`src/rtl/axi_id_remap_pkg.sv`:
```
// Shared width helpers for the AXI ID remapper and its in-flight ID tables.
package axi_id_remap_pkg;

    // Index width is kept at least 1 so a single-entry table still has a port.
    function automatic int unsigned idx_width(input int unsigned n_entries);
        return (n_entries > 1) ? $clog2(n_entries) : 1;
    endfunction

    function automatic int unsigned cnt_width(input int unsigned max_txns);
        return $clog2(max_txns + 1);
    endfunction

endpackage

```
`src/rtl/axi_id_remap_table.sv`:
```
// One direction's table of in-flight unique IDs: lookup/allocate on requests,
// release on responses, and reverse lookup of the stored slave ID.
module axi_id_remap_table
    import axi_id_remap_pkg::*;
#(
    parameter int unsigned ID_W      = 8,
    parameter int unsigned RSP_IDX_W = 3,
    parameter int unsigned N_ENTRIES = 4,
    parameter int unsigned MAX_TXNS  = 4,
    localparam int unsigned IDX_W    = idx_width(N_ENTRIES)
) (
    input  logic                 clk_i,
    input  logic                 rst_i,
    input  logic [ID_W-1:0]      req_id,
    input  logic                 req_hs,
    output logic [IDX_W-1:0]     sel_idx,
    output logic                 stall,
    input  logic [RSP_IDX_W-1:0] rsp_idx,
    input  logic                 rsp_hs,
    output logic [ID_W-1:0]      rsp_slv_id
);

    localparam int unsigned     CNT_W    = cnt_width(MAX_TXNS);
    localparam logic [CNT_W-1:0] CNT_ONE  = CNT_W'(1);
    localparam logic [CNT_W-1:0] CNT_FULL = CNT_W'(MAX_TXNS);

    typedef struct packed {
        logic             valid;
        logic [ID_W-1:0]  id;
        logic [CNT_W-1:0] cnt;
    } entry_t;

    entry_t tbl [N_ENTRIES];

    logic                 hit, hit_full, free_found, rsp_ok;
    logic [IDX_W-1:0]     hit_idx, free_idx;
    logic [N_ENTRIES-1:0] inc, dec;

    // NOTE: every always_comb output gets a default before any branch; a path
    // that leaves one unassigned would infer a latch.
    always_comb begin
        hit        = 1'b0;
        hit_full   = 1'b0;
        hit_idx    = '0;
        free_found = 1'b0;
        free_idx   = '0;
        // Scan downwards so the lowest free index is the one left standing.
        for (int i = N_ENTRIES - 1; i >= 0; i--) begin
            if (!tbl[i].valid) begin
                free_found = 1'b1;
                free_idx   = IDX_W'(i);
            end
        end
        for (int i = 0; i < N_ENTRIES; i++) begin
            if (tbl[i].valid && tbl[i].id == req_id) begin
                hit      = 1'b1;
                hit_idx  = IDX_W'(i);
                hit_full = (tbl[i].cnt == CNT_FULL);
            end
        end
        stall   = hit ? hit_full : !free_found;
        sel_idx = hit ? hit_idx : free_idx;
    end

    // Out-of-range or unallocated response indices return ID 0 and touch nothing.
    always_comb begin
        rsp_ok     = 1'b0;
        rsp_slv_id = '0;
        inc        = '0;
        dec        = '0;
        for (int i = 0; i < N_ENTRIES; i++) begin
            if (int'(rsp_idx) == i && tbl[i].valid) begin
                rsp_ok     = 1'b1;
                rsp_slv_id = tbl[i].id;
                dec[i]     = rsp_hs;
            end
            inc[i] = req_hs && (sel_idx == IDX_W'(i));
        end
    end

    // NOTE: the table is a handful of flops, so every field is reset rather
    // than only the valid bits; nothing here maps to a RAM macro.
    always_ff @(posedge clk_i or posedge rst_i) begin
        if (rst_i) begin
            for (int i = 0; i < N_ENTRIES; i++) begin
                tbl[i] <= '0;
            end
        end else begin
            // NOTE: state updates use non-blocking assignments so all entries
            // see the same pre-edge table regardless of statement order.
            for (int i = 0; i < N_ENTRIES; i++) begin
                if (inc[i] && !dec[i]) begin
                    tbl[i].cnt <= tbl[i].cnt + CNT_ONE;
                    if (!tbl[i].valid) begin
                        tbl[i].valid <= 1'b1;
                        tbl[i].id    <= req_id;
                    end
                end else if (dec[i] && !inc[i]) begin
                    tbl[i].cnt <= tbl[i].cnt - CNT_ONE;
                    if (tbl[i].cnt == CNT_ONE) begin
                        tbl[i].valid <= 1'b0;
                    end
                end
            end
        end
    end

    a_rsp_known: assert property (@(posedge clk_i) disable iff (rst_i) rsp_hs |-> rsp_ok);

endmodule

```
`src/rtl/axi_id_remap_flat.sv`:
```
// Flat-port AXI ID remapper: squeezes wide slave IDs onto a narrow master ID
// space with separate in-flight tables for writes and reads.
module axi_id_remap_flat
    import axi_id_remap_pkg::*;
#(
    parameter int unsigned AXI_SLV_PORT_ID_WIDTH = 8,
    parameter int unsigned AXI_MST_PORT_ID_WIDTH = 3,
    parameter int unsigned AXI_MAX_UNIQ_IDS      = 4,
    parameter int unsigned AXI_MAX_TXNS_PER_ID   = 4,
    parameter int unsigned AW_PL_WIDTH           = 64,
    parameter int unsigned AR_PL_WIDTH           = 58,
    parameter int unsigned B_PL_WIDTH            = 2,
    parameter int unsigned R_PL_WIDTH            = 34,
    // Bit offset of the 6-bit atop field inside the AW payload.
    parameter int unsigned AW_ATOP_LSB           = 0
) (
    input  logic                             clk_i,
    input  logic                             rst_i,
    input  logic [AXI_SLV_PORT_ID_WIDTH-1:0] slv_aw_id_i,
    input  logic [AW_PL_WIDTH-1:0]           slv_aw_pl_i,
    input  logic                             slv_aw_valid_i,
    output logic                             slv_aw_ready_o,
    output logic [AXI_SLV_PORT_ID_WIDTH-1:0] slv_b_id_o,
    output logic [B_PL_WIDTH-1:0]            slv_b_pl_o,
    output logic                             slv_b_valid_o,
    input  logic                             slv_b_ready_i,
    input  logic [AXI_SLV_PORT_ID_WIDTH-1:0] slv_ar_id_i,
    input  logic [AR_PL_WIDTH-1:0]           slv_ar_pl_i,
    input  logic                             slv_ar_valid_i,
    output logic                             slv_ar_ready_o,
    output logic [AXI_SLV_PORT_ID_WIDTH-1:0] slv_r_id_o,
    output logic [R_PL_WIDTH-1:0]            slv_r_pl_o,
    output logic                             slv_r_last_o,
    output logic                             slv_r_valid_o,
    input  logic                             slv_r_ready_i,
    output logic [AXI_MST_PORT_ID_WIDTH-1:0] mst_aw_id_o,
    output logic [AW_PL_WIDTH-1:0]           mst_aw_pl_o,
    output logic                             mst_aw_valid_o,
    input  logic                             mst_aw_ready_i,
    input  logic [AXI_MST_PORT_ID_WIDTH-1:0] mst_b_id_i,
    input  logic [B_PL_WIDTH-1:0]            mst_b_pl_i,
    input  logic                             mst_b_valid_i,
    output logic                             mst_b_ready_o,
    output logic [AXI_MST_PORT_ID_WIDTH-1:0] mst_ar_id_o,
    output logic [AR_PL_WIDTH-1:0]           mst_ar_pl_o,
    output logic                             mst_ar_valid_o,
    input  logic                             mst_ar_ready_i,
    input  logic [AXI_MST_PORT_ID_WIDTH-1:0] mst_r_id_i,
    input  logic [R_PL_WIDTH-1:0]            mst_r_pl_i,
    input  logic                             mst_r_last_i,
    input  logic                             mst_r_valid_i,
    output logic                             mst_r_ready_o
);

    localparam int unsigned IDX_W = idx_width(AXI_MAX_UNIQ_IDS);

    if (AXI_MAX_UNIQ_IDS < 1) begin : g_bad_uniq
        $fatal(1, "AXI_MAX_UNIQ_IDS must be >= 1");
    end
    if (AXI_MAX_TXNS_PER_ID < 1) begin : g_bad_txns
        $fatal(1, "AXI_MAX_TXNS_PER_ID must be >= 1");
    end
    if (AXI_MST_PORT_ID_WIDTH < IDX_W) begin : g_bad_mst_w
        $fatal(1, "AXI_MST_PORT_ID_WIDTH too narrow for AXI_MAX_UNIQ_IDS");
    end
    if (AW_ATOP_LSB + 6 > AW_PL_WIDTH) begin : g_bad_atop
        $fatal(1, "AW_ATOP_LSB places atop outside the AW payload");
    end

    logic             aw_stall, ar_stall;
    logic             aw_hs, ar_hs, b_hs, r_last_hs;
    logic [IDX_W-1:0] aw_idx, ar_idx;

    // Reset forces every handshake signal low so nothing leaks while flushing.
    assign slv_aw_ready_o = mst_aw_ready_i & ~aw_stall & ~rst_i;
    assign mst_aw_valid_o = slv_aw_valid_i & ~aw_stall & ~rst_i;
    assign mst_aw_id_o    = AXI_MST_PORT_ID_WIDTH'(aw_idx);
    assign mst_aw_pl_o    = slv_aw_pl_i;
    assign aw_hs          = slv_aw_valid_i & slv_aw_ready_o;

    assign slv_ar_ready_o = mst_ar_ready_i & ~ar_stall & ~rst_i;
    assign mst_ar_valid_o = slv_ar_valid_i & ~ar_stall & ~rst_i;
    assign mst_ar_id_o    = AXI_MST_PORT_ID_WIDTH'(ar_idx);
    assign mst_ar_pl_o    = slv_ar_pl_i;
    assign ar_hs          = slv_ar_valid_i & slv_ar_ready_o;

    assign slv_b_valid_o  = mst_b_valid_i & ~rst_i;
    assign mst_b_ready_o  = slv_b_ready_i & ~rst_i;
    assign slv_b_pl_o     = mst_b_pl_i;
    assign b_hs           = mst_b_valid_i & mst_b_ready_o;

    assign slv_r_valid_o  = mst_r_valid_i & ~rst_i;
    assign mst_r_ready_o  = slv_r_ready_i & ~rst_i;
    assign slv_r_pl_o     = mst_r_pl_i;
    assign slv_r_last_o   = mst_r_last_i;
    assign r_last_hs      = mst_r_valid_i & mst_r_ready_o & mst_r_last_i;

    axi_id_remap_table #(
        .ID_W      (AXI_SLV_PORT_ID_WIDTH),
        .RSP_IDX_W (AXI_MST_PORT_ID_WIDTH),
        .N_ENTRIES (AXI_MAX_UNIQ_IDS),
        .MAX_TXNS  (AXI_MAX_TXNS_PER_ID)
    ) u_wr_table (
        .clk_i      (clk_i),
        .rst_i      (rst_i),
        .req_id     (slv_aw_id_i),
        .req_hs     (aw_hs),
        .sel_idx    (aw_idx),
        .stall      (aw_stall),
        .rsp_idx    (mst_b_id_i),
        .rsp_hs     (b_hs),
        .rsp_slv_id (slv_b_id_o)
    );

    axi_id_remap_table #(
        .ID_W      (AXI_SLV_PORT_ID_WIDTH),
        .RSP_IDX_W (AXI_MST_PORT_ID_WIDTH),
        .N_ENTRIES (AXI_MAX_UNIQ_IDS),
        .MAX_TXNS  (AXI_MAX_TXNS_PER_ID)
    ) u_rd_table (
        .clk_i      (clk_i),
        .rst_i      (rst_i),
        .req_id     (slv_ar_id_i),
        .req_hs     (ar_hs),
        .sel_idx    (ar_idx),
        .stall      (ar_stall),
        .rsp_idx    (mst_r_id_i),
        .rsp_hs     (r_last_hs),
        .rsp_slv_id (slv_r_id_o)
    );

    // Atomics that return read data would need a matching read-table entry.
    a_no_atop_r: assert property (@(posedge clk_i) disable iff (rst_i)
        slv_aw_valid_i |-> !slv_aw_pl_i[AW_ATOP_LSB + 5]);

endmodule
```
`config.mk`:
```
export PLATFORM = sky130hd
export DESIGN_NAME = axi_id_remap_flat
export DESIGN_NICKNAME = d
export VERILOG_FILES = /design/src/rtl/axi_id_remap_pkg.sv /design/src/rtl/axi_id_remap_table.sv /design/src/rtl/axi_id_remap_flat.sv
export SDC_FILE = /design/constraint.sdc
export NUM_CORES = 1
export LEC_CHECK = 0
export ABC_AREA = 1
export CORE_AREA = 2 2 146 148
export CTS_BUF_LIST = sky130_fd_sc_hd__clkbuf_4 sky130_fd_sc_hd__clkbuf_8
export CTS_CLUSTER_DIAMETER = 60
export DETAILED_ROUTE_END_ITERATION = 12
export DIE_AREA = 0 0 148 150
export GPL_TIMING_DRIVEN = 0
export PLACE_DENSITY_LB_ADDON = 0.25
export SETUP_SLACK_MARGIN = 0.5
export SLEW_MARGIN = 15
export SYNTH_ARGS = -nofsm -noshare
export SYNTH_HDL_FRONTEND = slang
export SYNTH_SLANG_ARGS = --single-unit
```
`constraint.sdc`:
```
create_clock -name clk_i -period 4.4 [get_ports clk_i]
set_clock_uncertainty 0.2 [all_clocks]
set_input_delay 0.88 -clock clk_i [delete_from_list [all_inputs] [get_ports clk_i]]
set_output_delay 0.88 -clock clk_i [all_outputs]
set_load 0.05 [all_outputs]
```
Word level (Yosys, flattened, before mapping) --
Index checks and enable logic that the tools add are counted.
Cells by class: add/subtract/negate cells 16, multipliers 0, div/mod/pow operators 0, $lt $le $gt $ge 0, eq/ne operators 36, shift-type cells 0, multiplexer cells 98, bitwise operators 28, reductions and logical operators 94
Operators with widths (count):
- $eq 8x8->1 | 8
- $mux 8 | 8
- $mux 1 | 60
- $mux 3 | 16
- $logic_and 1x1->1 | 40
- $eq 3x3->1 const B | 12
- $reduce_and 2->1 | 16
- $reduce_bool 2->1 | 16
- $mux 2 | 14
- $add 3x1->3 const B | 8
- $eq 3x1->1 const B | 8
- $sub 3x1->3 const B | 8
- $logic_not 1->1 | 18
- $and 1x1->1 | 17
- $not 1->1 | 11
- $eq 2x2->1 const B | 4
- $eq 3x2->1 const B | 2
- $logic_not 3->1 | 2
- $eq 2x1->1 const B | 2
- $logic_not 2->1 | 2
Word-level totals: register bits after elaboration 96, latch bits 0, memory bits (writable) 0, memory bits (read-only) 0, input bits 191, output and inout bits 189, memories kept 0

Logic depth before layout (Yosys ltp) --
Gate-level depths: netlist of run 1.
depth after elaboration 16, mapped depth 20, mapped depth without buffers 20

Modules after synthesis --
Synthesis of run 1 repeated with hierarchy kept, for this count alone.
Second synthesis, totals: cell total of the unflattened synthesis 1227, area total of the unflattened synthesis 8446.9 um^2
By module, submodules not included:
- axi_id_remap_table at u_wr_table | times used 1, cells an instance 521, area an instance 3562.2 um^2, sequential area each 1201.2 um^2
- axi_id_remap_table at u_rd_table | times used 1, cells an instance 520, area an instance 3559.7 um^2, sequential area each 1201.2 um^2
- axi_id_remap_flat | times used 1, cells an instance 186, area an instance 1325.0 um^2, sequential area each 0.0 um^2

Worst setup path before layout of run 1 --
OpenSTA, ideal clock, no wires.
path kind input to output, start input rst_i, end output mst_ar_valid_o, data arrival time 3.882 ns, data required time 3.320 ns, slack -0.562 ns, stages 3, buffers on the path 0, cells stage by stage inv_1 nand2_1 nor2_1
Between the ends: word-level cells in the longest chain between the ends 2
RTL lines:
- start: declaration | line axi_id_remap_flat.sv:18 | input logic rst_i,
- $not 1->1 | line axi_id_remap_flat.sv:82 | assign mst_ar_valid_o = slv_ar_valid_i & ~ar_stall & ~rst_i;
- $and 1x1->1 | line axi_id_remap_flat.sv:82
- end: declaration | line axi_id_remap_flat.sv:46 | output logic mst_ar_valid_o,
No other way between the ends.

Worst setup path after layout of run 1 --
start input mst_r_id_i[2], end output slv_r_id_o[3]
Between the ends: word-level cells in the longest chain between the ends 6, elaborated cells on any way between the ends 12, classes of those cells 3 x eq/ne; 4 x mux; 5 x reduce/logical
RTL lines:
- start: declaration | line axi_id_remap_flat.sv:48 | input logic [AXI_MST_PORT_ID_WIDTH-1:0] mst_r_id_i,
- $logic_not 3->1 | line axi_id_remap_table.sv:72 | if (int'(rsp_idx) == i && tbl[i].valid) begin
- $logic_and 1x1->1 | line axi_id_remap_table.sv:72
- $mux 8 (3 in series) | line axi_id_remap_table.sv:72
- $mux 8 (*) | line axi_id_remap_table.sv:72
- end: declaration | line axi_id_remap_flat.sv:31 | output logic [AXI_SLV_PORT_ID_WIDTH-1:0] slv_r_id_o,
Mark *: on every way between the ends. The rest lies on a longest branch, timed or not.

==> summary.md, run 1 <==
GRT
• **global-route usage over all layers** 19.3%
• **vias in the first global route** 7114
• **number of antenna violations at the first check in global routing** 0
• **first-pass GRT wire length** 35.1 mm
• **remaining global-route overflow** 0
• **maximum number of pins on one net before global-route repair** 35

Die
• **die outline width** 148 um
• **top-level port count** 380
• **effective utilization at floorplan** 38.2%
• **Placement Rows** 53
• **die height** 150 um
• **Die ar.** 0.0222 mm2
• **area of the core** 0.0207 mm2

Route
• **Remaining DRCs** 0
• **WL per Instance** 13.4 um
• **drt total wl** 22.1 mm
• **number of vias in the routed layout** 7600
• **post-route antenna net violation count** 0
• **first-iteration detailed-routing DRC count** 469
• **Vias per Instance** 4.60
• **drt first pass iters** 5

Setup path
• **worst path arrival time** 2.72 ns
• **CP Capture Type** output pin
• **peak per-stage delay on the critical path** 0.48 ns
• **worst setup path start** mst_r_id_i[2]
• **r2r setup slk** 1.36 ns
• **top cell family by delay on the critical path** buffers and inverters
• **ordered cell list for the critical path** clkdlybuf4s50_1 -> nor2_1 -> inv_1 -> nor3_4 -> inv_1 -> o22ai_1 -> a21oi_1 -> nand2_1 -> clkdlybuf4s15_2
• **endpoint of the worst-slack reg-to-reg timing path** u_rd_table.tbl[18]
• **CP required** 3.32 ns
• **most prevalent standard cell on the critical path** sky130_fd_sc_hd__inv_1
• **Setup crit start kind** primary input
• **cell type of the slowest stage on the worst timing path** sky130_fd_sc_hd__clkdlybuf4s50_1
• **cell count of the worst reg-to-reg path** 15
• **count of buffering cells on the critical path with inverters included** 4
• **CP Max Fanout** 5
• **launch point of the worst reg-to-reg path** u_rd_table.tbl[11]
• **start-to-end type of the worst setup path** primary input to output pin

Clocking
• **Clock Pin Slew Worst Setup and Hold Paths** 0.09 ns
• **number of buffers created by CTS** 9
• **TritonCTS clock tree** done
• **depth of the CTS H-tree** 3
• **buffers from clock root to sink, at most** 2
• **clock root buffer** sky130_fd_sc_hd__clkbuf_8
• **number of hold buffers added after cts** 0
• **number of clock sinks** 96
• **clock insertion delay at the later pin of the skew report** 0.38 ns

Power
• **leakage power total** 0.00533 uW
• **power density over cell area** 400 mW/mm2
• **Switching Power** 2060 uW
• **Switching Share** 47.9%
• **Internal Dissipation** 2230 uW
• **post-layout total power** 4290 uW
• **Worst VDD drop** 0.288 mV
• **Clock Power Share** 12.9%
• **sequential share of power** 34.8%
• **Gate power share** 52.3%

Min path
• **Hold Path End** u_wr_table.tbl[43]
• **type of the worst min-delay path** flop to flop
• **Min-Delay Startpoint** u_wr_table.tbl[43]
• **hold-critical path depth** 2

STA
• **RSZ-0062 raised after global routing** no
• **number of hold violations in the final report** 0
• **final slew viol count** 0
• **worst slew margin relative to its limit** 61.8%
• **setup TNS** 0 ns
• **maximum clock frequency** 263 MHz
• **time the worst path needs with I/O delays and setup** 3.80 ns
• **post-layout worst setup margin** 0.595 ns
• **post-route fraction of the period consumed by the critical path** 86.5%
• **transition time of the tightest slew-check pin** 0.570 ns
• **setup violation total in the final timing report** 0

Yosys
• **share of synthesized area occupied by flip-flops and latches** 30.4%
• **post-synthesis xor/xnor area fraction** 2.99%
• **synthesized area per cell** 6.99 um2
• **simple-gate share of the synthesized area** 25.3%
• **adder and majority gate portion of the synthesized area** 7.59%
• **main combinational cell family by area after synthesis** simple AND/OR/NAND/NOR gates
• **share of the synthesized area in compound gates (AO/OA/AOI/OAI)** 10.9%
• **number of cells produced by synthesis** 1131
• **share of cell area taken by muxes after synthesis** 0%
• **Mapped Area** 0.00791 mm2
• **count of cell types in the netlist** 35
• **number of flip-flops and latches in the synthesized netlist** 96
• **count of yosys warnings during synthesis** 0

Finish
• **count of nets after finishing** 1612
• **final core utilization** 51.8%
• **signed area change from the synthesized netlist to the final layout** 35.6%
• **number of antenna cells inserted** 0
• **share of final-layout standard cells stronger than drive strength 1** 19.1%

Placed design
• **dpl hpwl** 17.8 mm
• **Setup Slack @ Placement** -0.350 ns
• **Port Buf Inserts** 218
• **final weighted congestion in routability-driven placement** 0.911

Status
• **result of the run** finished clean

Flow run
• **# Max-Cap Violations** 0

tightest hold or removal path, delay by kind of cell, from the launching register on:
kind             cells  cell delay, ns
flip-flops           1            0.36
AND/OR/NAND/NOR      1            0.05
AO/OA/AOI/OAI        1            0.06
cells by family (layout without fill, tap and decap cells):
group / count (synthesis) / after routing
and+or+nand+nor: 482 / 482
buffers and inverters: 320 / 566
AOI/OAI and AO/OA: 157 / 157
DFF: 96 / 96
adders and majority gates: 48 / 48
xor gates and xnor gates: 27 / 27
other: 1 / 2
per-layer routing:
metal	wire length, um	GRT usage, %	part of all wire [%]	vias up
met1	9610	24.9	43	3455
met3	1370	3.32	6.2	26
met5	0	0	0	-
met2	10900	33.8	49	251
li1	-	-	-	3868
met4	268	4.38	1.2	0
cell type report:
cell class,instances,area (um2)
clock inverter,4,30.0
inverter,150,567
timing repair inverter,1,5.00
timing repair buffer,229,2210
buffer,170,1240
fill,2076,9960
tap,275,344
sequential,96,2400
multi-input combinational,716,3780
clock buffer,12,146
worst max path at each step:
stage / to / slack (ns) / depth (start not counted)
2_1_floorplan: mst_ar_valid_o / 0.53 / 3
6_report: slv_r_id_o[3] / 0.60 / 9
4_1_cts: slv_b_id_o[6] / 0.50 / 7
5_1_grt: slv_r_id_o[5] / 0.50 / 9
3_3_place_gp: mst_ar_valid_o / -1.65 / 5
3_5_place_dp: slv_ar_ready_o / -0.35 / 14
repair_timing:
action | 4_1_cts | 5_1_grt
buffers inserted | 4 | 4
cloned | 1 | 0
pin swaps | 2 | 1
endpoints found under the setup margin | 32 | 56
gates resized for setup | 95 | 40
sequential cells by signal, indices dropped and copies added (netlist names):
signal,flops
u_rd_table.tbl,48
u_wr_table.tbl,48
synth_stat cells:
library cell                number  area (um2)
sky130_fd_sc_hd__nand2_1       306        1150
sky130_fd_sc_hd__buf_4         161        1210
sky130_fd_sc_hd__inv_1         134         503
sky130_fd_sc_hd__o21ai_0       102         510
sky130_fd_sc_hd__nor2_1        101         379
sky130_fd_sc_hd__dfrtp_1        96        2400
sky130_fd_sc_hd__ha_1           48         601
sky130_fd_sc_hd__nand3_1        30         150
sky130_fd_sc_hd__a21oi_1        27         135
sky130_fd_sc_hd__xor2_1         18         158
sky130_fd_sc_hd__inv_2          16        60.1
sky130_fd_sc_hd__nand4_1        11        68.8
sky130_fd_sc_hd__nor3_1         10        50.1
sky130_fd_sc_hd__o22ai_1        10        62.6
sky130_fd_sc_hd__o211ai_1        9        67.6
sky130_fd_sc_hd__xnor2_1         9        78.8
sky130_fd_sc_hd__clkbuf_1        8        30.0
sky130_fd_sc_hd__nor2_2          7        43.8
sky130_fd_sc_hd__o2111ai_1       6        52.6
sky130_fd_sc_hd__nand2_2         3        18.8
sky130_fd_sc_hd__and3_1          2        12.5
sky130_fd_sc_hd__nand3b_1        2        15.0
sky130_fd_sc_hd__nand4_2         2        25.0
sky130_fd_sc_hd__nor4_2          2        25.0
sky130_fd_sc_hd__a31oi_1         1        6.26
sky130_fd_sc_hd__buf_2           1        5.00
sky130_fd_sc_hd__conb_1          1        3.75
sky130_fd_sc_hd__nand2b_1        1        6.26
sky130_fd_sc_hd__nand3_2         1        10.0
sky130_fd_sc_hd__nand4_4         1        21.3
sky130_fd_sc_hd__nor2_4          1        11.3
sky130_fd_sc_hd__nor3b_1         1        7.51
sky130_fd_sc_hd__nor4_1          1        6.26
sky130_fd_sc_hd__o21bai_1        1        7.51
sky130_fd_sc_hd__o21bai_4        1        18.8
cells in the final DEF (no fill, tap or decap), drive strengths merged, types with 7 or more instances in the layout:
master / n
nand2: 309
buf: 180
clkdlybuf4s50: 179
inv: 150
nor2: 109
o21ai: 102
dfrtp: 96
ha: 48
clkbuf: 36
nand3: 31
a21oi: 27
xor2: 18
nand4: 14
o22ai: 10
nor3: 10
o211ai: 9
xnor2: 9
dlygate4sd2: 7
through the flow:
stage,hold slack (ns),cells,area (um2)
floorplan,0.253,1132,7920
global placement,0.278,1625,10400
detailed placement,0.284,1628,10500
CTS,0.306,1649,10800
global route,0.338,1653,10700
finish,0.308,1653,10700
power by group through the flow:
stage	combinational, uW	clock, uW	sequential, uW
6_report	2240	554	1490
3_5_place_dp	2260	0	1500
2_1_floorplan	1700	0	1420
3_3_place_gp	2200	0	1500
4_1_cts	2250	582	1480
5_1_grt	2510	615	1540
(Power assumes the default switching activity.)
==> run 2, diff against run 1 <==
--- a/config.mk
+++ b/config.mk
@@ -9,6 +9,7 @@
 export CORE_AREA = 2 2 146 148
 export CTS_BUF_LIST = sky130_fd_sc_hd__clkbuf_4 sky130_fd_sc_hd__clkbuf_8
 export CTS_CLUSTER_DIAMETER = 60
+export CTS_CLUSTER_SIZE = 24
 export DETAILED_ROUTE_END_ITERATION = 12
 export DIE_AREA = 0 0 148 150
 export GPL_TIMING_DRIVEN = 0
==> results of run 2 <==
Same layout as run 1: the final DEF is identical, and so are final timing and power.
==> run 3, diff against run 2 <==
--- a/config.mk
+++ b/config.mk
@@ -12,6 +12,7 @@
 export CTS_CLUSTER_SIZE = 24
 export DETAILED_ROUTE_END_ITERATION = 12
 export DIE_AREA = 0 0 148 150
+export GPL_ROUTABILITY_DRIVEN = 0
 export GPL_TIMING_DRIVEN = 0
 export PLACE_DENSITY_LB_ADDON = 0.25
 export SETUP_SLACK_MARGIN = 0.5
==> results of run 3 <==
Same layout as run 1: the final DEF is identical, and so are final timing and power.
